File: config.mk
export PLATFORM = sky130hd
export DESIGN_NAME = mux_seq
export DESIGN_NICKNAME = d
export VERILOG_FILES = /design/src/rtl/mux_pkg.sv /design/src/rtl/mux_seq_dwell.sv /design/src/rtl/mux_seq.sv
export SDC_FILE = /design/constraint.sdc
export NUM_CORES = 1
export LEC_CHECK = 0
export ABC_AREA = 1
export ABC_CLOCK_PERIOD_IN_PS = 1800
export CAP_MARGIN = 20
export CORE_MARGIN = 1.5
export CORE_UTILIZATION = 47
export CTS_CLUSTER_DIAMETER = 150
export DETAILED_ROUTE_END_ITERATION = 8
export GPL_TIMING_DRIVEN = 0
export PLACE_DENSITY = 0.9
export SKIP_CTS_REPAIR_TIMING = 1
export SLEW_MARGIN = 20
export SYNTH_ARGS = -nofsm -noshare
export SYNTH_HDL_FRONTEND = slang
export SYNTH_SLANG_ARGS = --single-unit
File: constraint.sdc
create_clock -name clk -period 1.8 [get_ports clk]
set_clock_uncertainty 0.1 [all_clocks]
set_input_delay 0.36 -clock clk [delete_from_list [all_inputs] [get_ports clk]]
set_output_delay 0.36 -clock clk [all_outputs]
set_load 0.05 [all_outputs]
File: src/rtl/mux_pkg.sv
// -----------------------------------------------------------------------------
// mux_pkg
// Shared definitions for the mux_seq block:
//   - FSM state encoding (mux_state_e)
//   - i_mode encodings (MODE_MANUAL / MODE_SCAN)
//   - debug tap bit positions above the N one-hot select bits
// No ports; imported with "import mux_pkg::*;".
// -----------------------------------------------------------------------------
package mux_pkg;

  typedef enum logic [1:0] {
    ST_IDLE   = 2'd0,
    ST_MANUAL = 2'd1,
    ST_SCAN   = 2'd2
  } mux_state_e;

  localparam logic MODE_MANUAL = 1'b0;
  localparam logic MODE_SCAN   = 1'b1;

  // The tap vector is N one-hot select bits followed by these flags.
  // The offsets are relative to N, so the absolute index is N + offset.
  localparam int TAP_SCAN_OFS = 0;
  localparam int TAP_HOLD_OFS = 1;

  function automatic int tap_scan_idx(input int n);
    return n + TAP_SCAN_OFS;
  endfunction

  function automatic int tap_hold_idx(input int n);
    return n + TAP_HOLD_OFS;
  endfunction

endpackage

File: src/rtl/mux_seq_dwell.sv
// -----------------------------------------------------------------------------
// mux_seq_dwell
// Dwell counter for the scan sequencer. It counts 0..DWELL-1 and wraps.
// o_expire is high while the count sits on its last value, which is the
// cycle on which the sequencer steps to the next channel.
// Priority: reset > hold > clear > load > count enable.
// Ports:
//   clk, rst_n   clock, synchronous active-low reset
//   i_clr        force the count to 0
//   i_load       load i_load_val
//   i_load_val   value for i_load
//   i_hold       freeze the count
//   i_en         advance the count
//   o_expire     count == DWELL-1
// -----------------------------------------------------------------------------
module mux_seq_dwell #(
  parameter  int DWELL = 16,
  localparam int CW    = (DWELL > 1) ? $clog2(DWELL) : 1
) (
  input  logic          clk,
  input  logic          rst_n,
  input  logic          i_clr,
  input  logic          i_load,
  input  logic [CW-1:0] i_load_val,
  input  logic          i_hold,
  input  logic          i_en,
  output logic          o_expire
);

  localparam logic [CW-1:0] LAST = CW'(DWELL - 1);

  logic [CW-1:0] cnt_q;
  logic [CW-1:0] cnt_d;

  always_comb begin
    cnt_d = cnt_q;
    if (i_hold) begin
      cnt_d = cnt_q;
    end else if (i_clr) begin
      cnt_d = '0;
    end else if (i_load) begin
      cnt_d = i_load_val;
    end else if (i_en) begin
      cnt_d = (cnt_q == LAST) ? '0 : cnt_q + 1'b1;
    end
  end

  always_ff @(posedge clk) begin
    if (!rst_n) begin
      cnt_q <= '0;
    end else begin
      cnt_q <= cnt_d;
    end
  end

  // With DWELL=1 the count is stuck at 0 == LAST, so every cycle expires.
  assign o_expire = (cnt_q == LAST);

endmodule

File: src/rtl/mux_seq.sv
// -----------------------------------------------------------------------------
// mux_seq
// Registered N-channel, W-bit multiplexer with a manual-select mode and an
// automatic round-robin scan mode that shows each channel for DWELL cycles.
// Optional debug taps are built when MUX_SEQ_TAP_EN is defined; otherwise
// o_tap is tied to zero.
// Ports:
//   clk      rising-edge clock
//   rst_n    synchronous active-low reset (priority over everything)
//   i_data   N*W channel data, channel k at [k*W +: W]
//   i_sel    manual channel select
//   i_mode   0 = manual, 1 = scan
//   i_hold   freeze output, channel and dwell counter
//   o_data   selected data, registered (1-cycle latency)
//   o_sel    channel currently driving o_data
//   o_valid  o_data is meaningful
//   o_wrap   one-cycle pulse when the scan returns from N-1 to 0
//   o_err    one-cycle pulse for an out-of-range manual select
//   o_tap    [N-1:0] one-hot of o_sel, [N] in scan, [N+1] registered hold
// Handshake: there is none; o_valid is a level qualifier, high from the first
// cycle after IDLE until the next reset, and consumers may sample o_data on
// any cycle where o_valid is high.
// -----------------------------------------------------------------------------
module mux_seq
  import mux_pkg::*;
#(
  parameter  int W     = 8,
  parameter  int N     = 4,
  parameter  int DWELL = 16,
  localparam int SELW  = $clog2(N)
) (
  input  logic            clk,
  input  logic            rst_n,
  input  logic [N*W-1:0]  i_data,
  input  logic [SELW-1:0] i_sel,
  input  logic            i_mode,
  input  logic            i_hold,
  output logic [W-1:0]    o_data,
  output logic [SELW-1:0] o_sel,
  output logic            o_valid,
  output logic            o_wrap,
  output logic            o_err,
  output logic [N+1:0]    o_tap
);

  localparam logic [SELW-1:0] LAST_CH = SELW'(N - 1);
  localparam int              DCW     = (DWELL > 1) ? $clog2(DWELL) : 1;

  function automatic logic [W-1:0] pick(input logic [N*W-1:0] d,
                                        input logic [SELW-1:0] s);
    pick = '0;
    for (int k = 0; k < N; k++) begin
      if (s == SELW'(k)) pick = d[k*W +: W];
    end
  endfunction

  function automatic logic in_range(input logic [SELW-1:0] s);
    in_range = 1'b0;
    for (int k = 0; k < N; k++) begin
      if (s == SELW'(k)) in_range = 1'b1;
    end
  endfunction

  mux_state_e      state_q, state_d;
  logic [SELW-1:0] ch_q, ch_d;
  logic [W-1:0]    data_q, data_d;
  logic [SELW-1:0] sel_q, sel_d;
  logic            valid_q, valid_d;
  logic            wrap_q, wrap_d;
  logic            err_q, err_d;

  logic            cnt_clr, cnt_load, cnt_hold, cnt_en, cnt_expire;
  logic            man_ok;

  assign man_ok = in_range(i_sel);

  mux_seq_dwell #(
    .DWELL (DWELL)
  ) u_dwell (
    .clk        (clk),
    .rst_n      (rst_n),
    .i_clr      (cnt_clr),
    .i_load     (cnt_load),
    .i_load_val ({DCW{1'b0}}),
    .i_hold     (cnt_hold),
    .i_en       (cnt_en),
    .o_expire   (cnt_expire)
  );

  always_comb begin
    state_d  = state_q;
    ch_d     = ch_q;
    data_d   = data_q;
    sel_d    = sel_q;
    valid_d  = valid_q;
    wrap_d   = 1'b0;
    err_d    = 1'b0;
    cnt_clr  = 1'b0;
    cnt_load = 1'b0;
    cnt_hold = 1'b0;
    cnt_en   = 1'b0;

    case (state_q)
      ST_IDLE: begin
        data_d  = '0;
        sel_d   = '0;
        valid_d = 1'b0;
        ch_d    = '0;
        cnt_clr = 1'b1;
        state_d = (i_mode == MODE_SCAN) ? ST_SCAN : ST_MANUAL;
      end

      ST_MANUAL: begin
        if (i_hold) begin
          // Everything keeps its value; mode is re-sampled once hold drops.
          cnt_hold = 1'b1;
        end else begin
          sel_d   = i_sel;
          data_d  = man_ok ? pick(i_data, i_sel) : '0;
          valid_d = 1'b1;
          err_d   = ~man_ok;
          if (i_mode == MODE_SCAN) begin
            // Scan resumes from the channel shown now, with a full dwell.
            state_d  = ST_SCAN;
            ch_d     = man_ok ? i_sel : '0;
            cnt_load = 1'b1;
          end else begin
            cnt_clr = 1'b1;
          end
        end
      end

      ST_SCAN: begin
        if (i_hold) begin
          cnt_hold = 1'b1;
        end else begin
          sel_d   = ch_q;
          data_d  = pick(i_data, ch_q);
          valid_d = 1'b1;
          cnt_en  = 1'b1;
          // o_sel trails ch by one cycle, so a wrap is the first cycle
          // where ch is 0 while the previous output was channel N-1.
          wrap_d  = (ch_q == '0) && (sel_q == LAST_CH);
          if (cnt_expire) begin
            ch_d = (ch_q == LAST_CH) ? '0 : ch_q + 1'b1;
          end
          if (i_mode == MODE_MANUAL) begin
            state_d = ST_MANUAL;
          end
        end
      end

      default: begin
        state_d = ST_IDLE;
      end
    endcase
  end

  always_ff @(posedge clk) begin
    if (!rst_n) begin
      state_q <= ST_IDLE;
      ch_q    <= '0;
      data_q  <= '0;
      sel_q   <= '0;
      valid_q <= 1'b0;
      wrap_q  <= 1'b0;
      err_q   <= 1'b0;
    end else begin
      state_q <= state_d;
      ch_q    <= ch_d;
      data_q  <= data_d;
      sel_q   <= sel_d;
      valid_q <= valid_d;
      wrap_q  <= wrap_d;
      err_q   <= err_d;
    end
  end

  assign o_data  = data_q;
  assign o_sel   = sel_q;
  assign o_valid = valid_q;
  assign o_wrap  = wrap_q;
  assign o_err   = err_q;

`ifdef MUX_SEQ_TAP_EN
  logic [N+1:0] tap_q, tap_d;

  always_comb begin
    tap_d = '0;
    // One-hot follows the value being loaded into o_sel; an out-of-range
    // select matches no bit, and err suppresses the decode explicitly.
    for (int k = 0; k < N; k++) begin
      tap_d[k] = valid_d && !err_d && (sel_d == SELW'(k));
    end
    tap_d[tap_scan_idx(N)] = (state_q == ST_SCAN);
    tap_d[tap_hold_idx(N)] = i_hold && (state_q != ST_IDLE);
  end

  always_ff @(posedge clk) begin
    if (!rst_n) begin
      tap_q <= '0;
    end else begin
      tap_q <= tap_d;
    end
  end

  assign o_tap = tap_q;
`else
  assign o_tap = '0;
`endif

endmodule

# == After elaboration in Yosys (flattened, before gate mapping) ==
# Index checks and enable logic that the tools add are counted.
# op_classes
n_bitwise,5
n_reduce_logical,15
n_addsub,2
n_mux,48
eq_ne,16
# ops
cell,n
$mux W8,11
$mux W2,13
$pmux W8 S3,1
$pmux W2 S3,3
$mux W4,4
$mux W1,14
$eq A2 B2 Y1 const B,6
$ne A2 B2 Y1 const B,6
$eq A2 B1 Y1 const B,3
$logic_not A2 Y1,3
$reduce_bool A3 Y1,2
$reduce_or A3 Y1,2
$not A1 Y1,5
$reduce_and A5 Y1,1
$add A4 B1 Y4 const B,1
$eq A4 B4 Y1 const B,1
$pmux W1 S2,2
$reduce_and A2 Y1,2
$reduce_and A4 Y1,1
$reduce_and A3 Y1,1
$add A2 B1 Y2 const B,1
$reduce_bool A2 Y1,1
$reduce_or A2 Y1,1
$logic_and A1 B1 Y1,1
# totals
output_inout_bits,19
word_cells,94
input_bits,38
ff_bits,21

# == Longest topological paths before layout ==
# depth
word_depth,9
mapped_depth,11
ltp_nobuf,10

# == By module ==
# Synthesis repeated with hierarchy kept, for this count alone.
# hier_totals
cells_unflattened,311
hier_area_um2,1888.1
# modules_own_cells
mod,instances,cells_per_inst,area_per_inst_um2,seq_area_each_um2
mux_seq,1,271,1626.6,340.3
mux_seq_dwell,1,40,261.5,80.1

# == Worst setup path after synthesis ==
# OpenSTA, ideal clock, no wires.
# synth_path
path_type,reg2reg
startpoint,register state_q[0]
endpoint,"register data_q[4], in the netlist o_data[4]"
stages_incl_launch_ff,8
setup_time_ps,133
required_time_ps,1567
arrival_ps,1274
period_less_slack_ps,1508
path_slack_ps,292
cell_sequence,dfxtp_1 > inv_1 > ha_1 > o21ai_1 > nand2_1 > buf_2 > nand2_1 > a21oi_2
# synth_via
elab_chain_len,3
word_cells_on_any_way,8
cone_classes,eq/ne: 4; mux: 1; reduce/logical: 3
# synth_lines
element,line_no,rtl
start: declaration,mux_seq.sv:64,"mux_state_e state_q, state_d;"
start signal: assignment,mux_seq.sv:169,state_q <= state_d;
$eq A2 B1 Y1 (tied with other cells),mux_seq.sv:103,case (state_q)
$ne A2 B2 Y1 (no line) or $reduce_bool A3 Y1 (tied branches),n/a,
$reduce_and A3 Y1 (no line),n/a,
end signal: assignment,mux_seq.sv:171,data_q <= data_d;
end: declaration,mux_seq.sv:66,"logic [W-1:0] data_q, data_d;"
# Parallel ways exist; a longest one is shown, timed or not.
# A chain may end at the register's enable or synchronous reset.

# == Worst setup path after layout ==
# layout_path
startpoint,register ch_q[1]
endpoint,"register data_q[0], in the netlist o_data[0]"
# layout_via
elab_chain_len,7
word_cells_on_any_way,10
cone_classes,eq/ne: 3; mux: 6; reduce/logical: 1
# layout_lines
element,line_no,rtl
start: declaration,mux_seq.sv:65,"logic [SELW-1:0] ch_q, ch_d;"
start signal: assignment,mux_seq.sv:170,ch_q <= ch_d;
$logic_not A2 Y1,mux_seq.sv:53,if (s == SELW'(k)) pick = d[k*W +: W];
$mux W8 (3 in a row),mux_seq.sv:53,
$mux W8 *,mux_seq.sv:53,
$mux W8 *,mux_seq.sv:134,if (i_hold) begin
$pmux W8 S3 *,mux_seq.sv:103,
# Mark *: on every way between the ends. The rest lies on a longest branch, timed or not. The select of a mux whose other input is x is not followed.

==> flow_summary.yaml <==
worst_setup_path:
  crit_chain: "inv_1 -> ha_1 -> inv_2 -> buf_2 -> nand2_1 -> o211ai_1 -> nand2_1 -> nand2_1 -> nand2_1 -> nand2_1 -> a21oi_1"
  worstSetupEndpointType: "flop"
  rr_endpoint: "o_data[0]"
  critPathTopFamily: "buffers and inverters"
  cpPeakStageDelay_ns: 0.36
  cp-start-kind: "flop"
  r2r_cells: 11
  cp.arrival_ns: 1.71
  worstPathMaxFanout: 10
  slowest_stage: "dfxtp_1"
  crit_required_ns: 1.83
  r2r_slack_ns: 0.12
  worstSetupPathType: "flop to flop"
  crit_buf_inv: 3
  rr_startpoint: "ch_q[1]"
  crit_top_cell: "nand2_1"
sta:
  finalSetupViolations: 0
  fmax_ghz: 0.5940
  maxSlewViolCount: 0
  slew_headroom_pct: 65.58
  finalHoldViolCount: 0
  worst_slew_pin_slew_ns: 0.5155
  fin_crit_ns: 1.684
  timing.hold.ws_ns: 0.3684
  finalCritPeriodShare_pct: 93.53
yosys:
  netlist_instances: 299
  avgSynthCellArea_um2: 5.963
  async_reset_ff_share_pct: 0
  synthXorXnorAreaFrac_pct: 0.4912
  synthMuxAreaShare_pct: 0
  synth_ff_type: "dfxtp_1"
  synth_top_family_by_area: "simple AND/OR/NAND/NOR gates"
  yosysSeqAreaShare_pct: 23.58
  synthAdderAreaFrac_pct: 5.614
  synth_cell_types: 33
  synth-compound-area-share_pct: 20.77
  syn_area_mm2: 0.001783
  synth-simple-area-share_pct: 35.44
  synth_edf_count: 0
  yosys_register_bits: 21
  ys_warn_count: 0
global_routing:
  use_met1_pct: 26.02
  grt_overflow: 0
  antenna_found_initial: 0
  grt_pass1_vias: 1929
  grt_use_met2_pct: 43.10
  top_usage_layer: "met2"
  grt_max_degree: 13
  grt_pass1_wl_mm: 7.679
  gr-usage-all-layers_pct: 22.60
  met3_usage_pct: 4.167
place:
  hpwl_mm: 3.688
  portBuffers: 49
  placed_cells: 402
  globalplace.congestion: 0.9119
clock_tree:
  clk_pin_slew_worst_paths_ns: 0.08
  cts_sinks: 21
  cts_buffers: 3
  clock_latency_ns: 0.26
  cts_tree: "built"
  cts_htree_levels: 1
  cts_buffer_depth: 2
  ctsRootBufferMaster: "clkbuf_8"
detailed_routing:
  finalWirelength_mm: 4.876
  via_per_inst: 5.113
  drt_iter0_markers: 138
  ant_nets: 0
  dr.pass1.iters: 4
  num_vias: 2081
  routedWlPerCell_um: 11.98
  drcViolationCount: 0
hold_path:
  min_delay_path_depth: 2
  whs_endpoint: "o_valid"
  hold_start: "o_valid"
  hp-class: "flop to flop"
power:
  power_density_mw_per_mm2: 1097
  power.leakage_nw: 1.389
  irDropWorstVdd_uv: 1143
flow_run:
  drv_cap: 0
floorplanning:
  dieArea_mm2: 0.004172
  rows: 22
  core_mm2: 0.003661
  die_y_um: 64.59
  die_x_um: 64.59
  start_util_pct: 48.70
  io_pins: 57
cells_and_area:
  area_delta_synth_final_pct: 38.95
  utilization_pct: 67.67
  layoutNonFillerInstCount: 407
  drive_gt1_share_pct: 12.26
  diodes: 0
  final_nets: 406
status:
  status: "finished clean"
==> cell usage after synthesis, types with 3 or more instances <==
cell / n / area share, %
a21oi_1: 42 / 12
buf_6: 3 / 1.9
o21ai_0: 7 / 2.0
nand3_1: 13 / 3.6
inv_2: 7 / 1.5
o211ai_1: 8 / 3.4
inv_1: 25 / 5.3
ha_1: 8 / 5.6
nor2_1: 8 / 1.7
nand2_1: 114 / 24
o21ai_1: 5 / 1.4
buf_4: 6 / 2.5
or2_1: 5 / 1.8
buf_2: 7 / 2.0
a21oi_2: 3 / 1.5
dfxtp_1: 21 / 24
==> metrics by stage <==
stage / setup TNS [ns] / worst slack [ns] / cell area, um2 / total power [mW]
2_1_floorplan: 0 / 0.2924 / 1805 / 1.852
5_1_grt: -0.01409 / -0.01409 / 2477 / 2.945
3_5_place_dp: -0.6023 / -0.06462 / 2356 / 2.267
6_report: 0 / 0.1164 / 2477 / 2.718
3_3_place_gp: -0.4032 / -0.04053 / 2356 / 2.228
4_1_cts: -0.8416 / -0.1062 / 2402 / 2.576
==> state kept, by name (all words and copies together), names as in the netlist <==
register,count
o_data,8
o_wrap,1
o_sel,2
u_dwell.cnt_q,4
o_valid,1
o_err,1
ch_q,2
state_q,2
==> cells by family after synthesis <==
logic type / Yosys count
AO/OA/AOI/OAI: 67
XOR/XNOR: 1
adder cells (fa/ha/maj): 8
buffers and inverters: 51
flip-flops: 21
other: 1
AND/OR/NAND/NOR: 150
==> routing by layer <==
layer	wire length, um	vias up
li1	-	1069
met1	2088	927
met2	2451	77
met3	289	8
met4	46	0
met5	0	-
==> tightest hold or removal path, cell delays in order (launching register included) <==
cell     delay, ns
dfxtp_1       0.31
nand2_1       0.06
a21oi_1       0.05
==> cell usage in the layout, fill, tap and decap left out, types with 7 or more instances in the layout <==
| master | Yosys | layout |
|---|---|---|
| inv_1 | 25 | 25 |
| dlymetal6s2s_1 | 0 | 13 |
| a21oi_1 | 42 | 42 |
| conb_1 | 1 | 7 |
| nand3_1 | 13 | 13 |
| nor2_1 | 8 | 8 |
| clkdlybuf4s50_1 | 0 | 36 |
| nand2_1 | 114 | 113 |
| o21ai_0 | 7 | 7 |
| o211ai_1 | 8 | 8 |
| dfxtp_1 | 21 | 20 |
==> power breakdown <==
part	switching [mW]	internal (mW)
clock network	0.150	0.154
registers	0.0607	0.555
logic	1.14	0.658
total	1.35	1.37
==> worst max path at each step <==
| stage | from | endpoint | slack, ns | depth (start not counted) |
|---|---|---|---|---|
| after floorplan | state_q[0] | o_data[4] | 0.29 | 7 |
| after global placement | rst_n | o_valid | -0.04 | 4 |
| after detailed placement | i_sel[0] | o_data[4] | -0.06 | 8 |
| after CTS | o_sel[1] | o_sel[1] | -0.11 | 1 |
| after global routing | state_q[0] | u_dwell.cnt_q[3] | -0.01 | 9 |
| final | ch_q[1] | o_data[0] | 0.12 | 11 |
==> layout make-up <==
type,count,area [um2]
multi-input combinational,234,1172
clock inverter,1,5.005
clock buffer,3,41.29
sequential,21,421.7
timing repair buffer,49,523.0
fill,344,1184
buffer,18,125.1
inverter,33,128.9
tap,48,60.06
No activity file was read; power rests on OpenSTA's default activity.
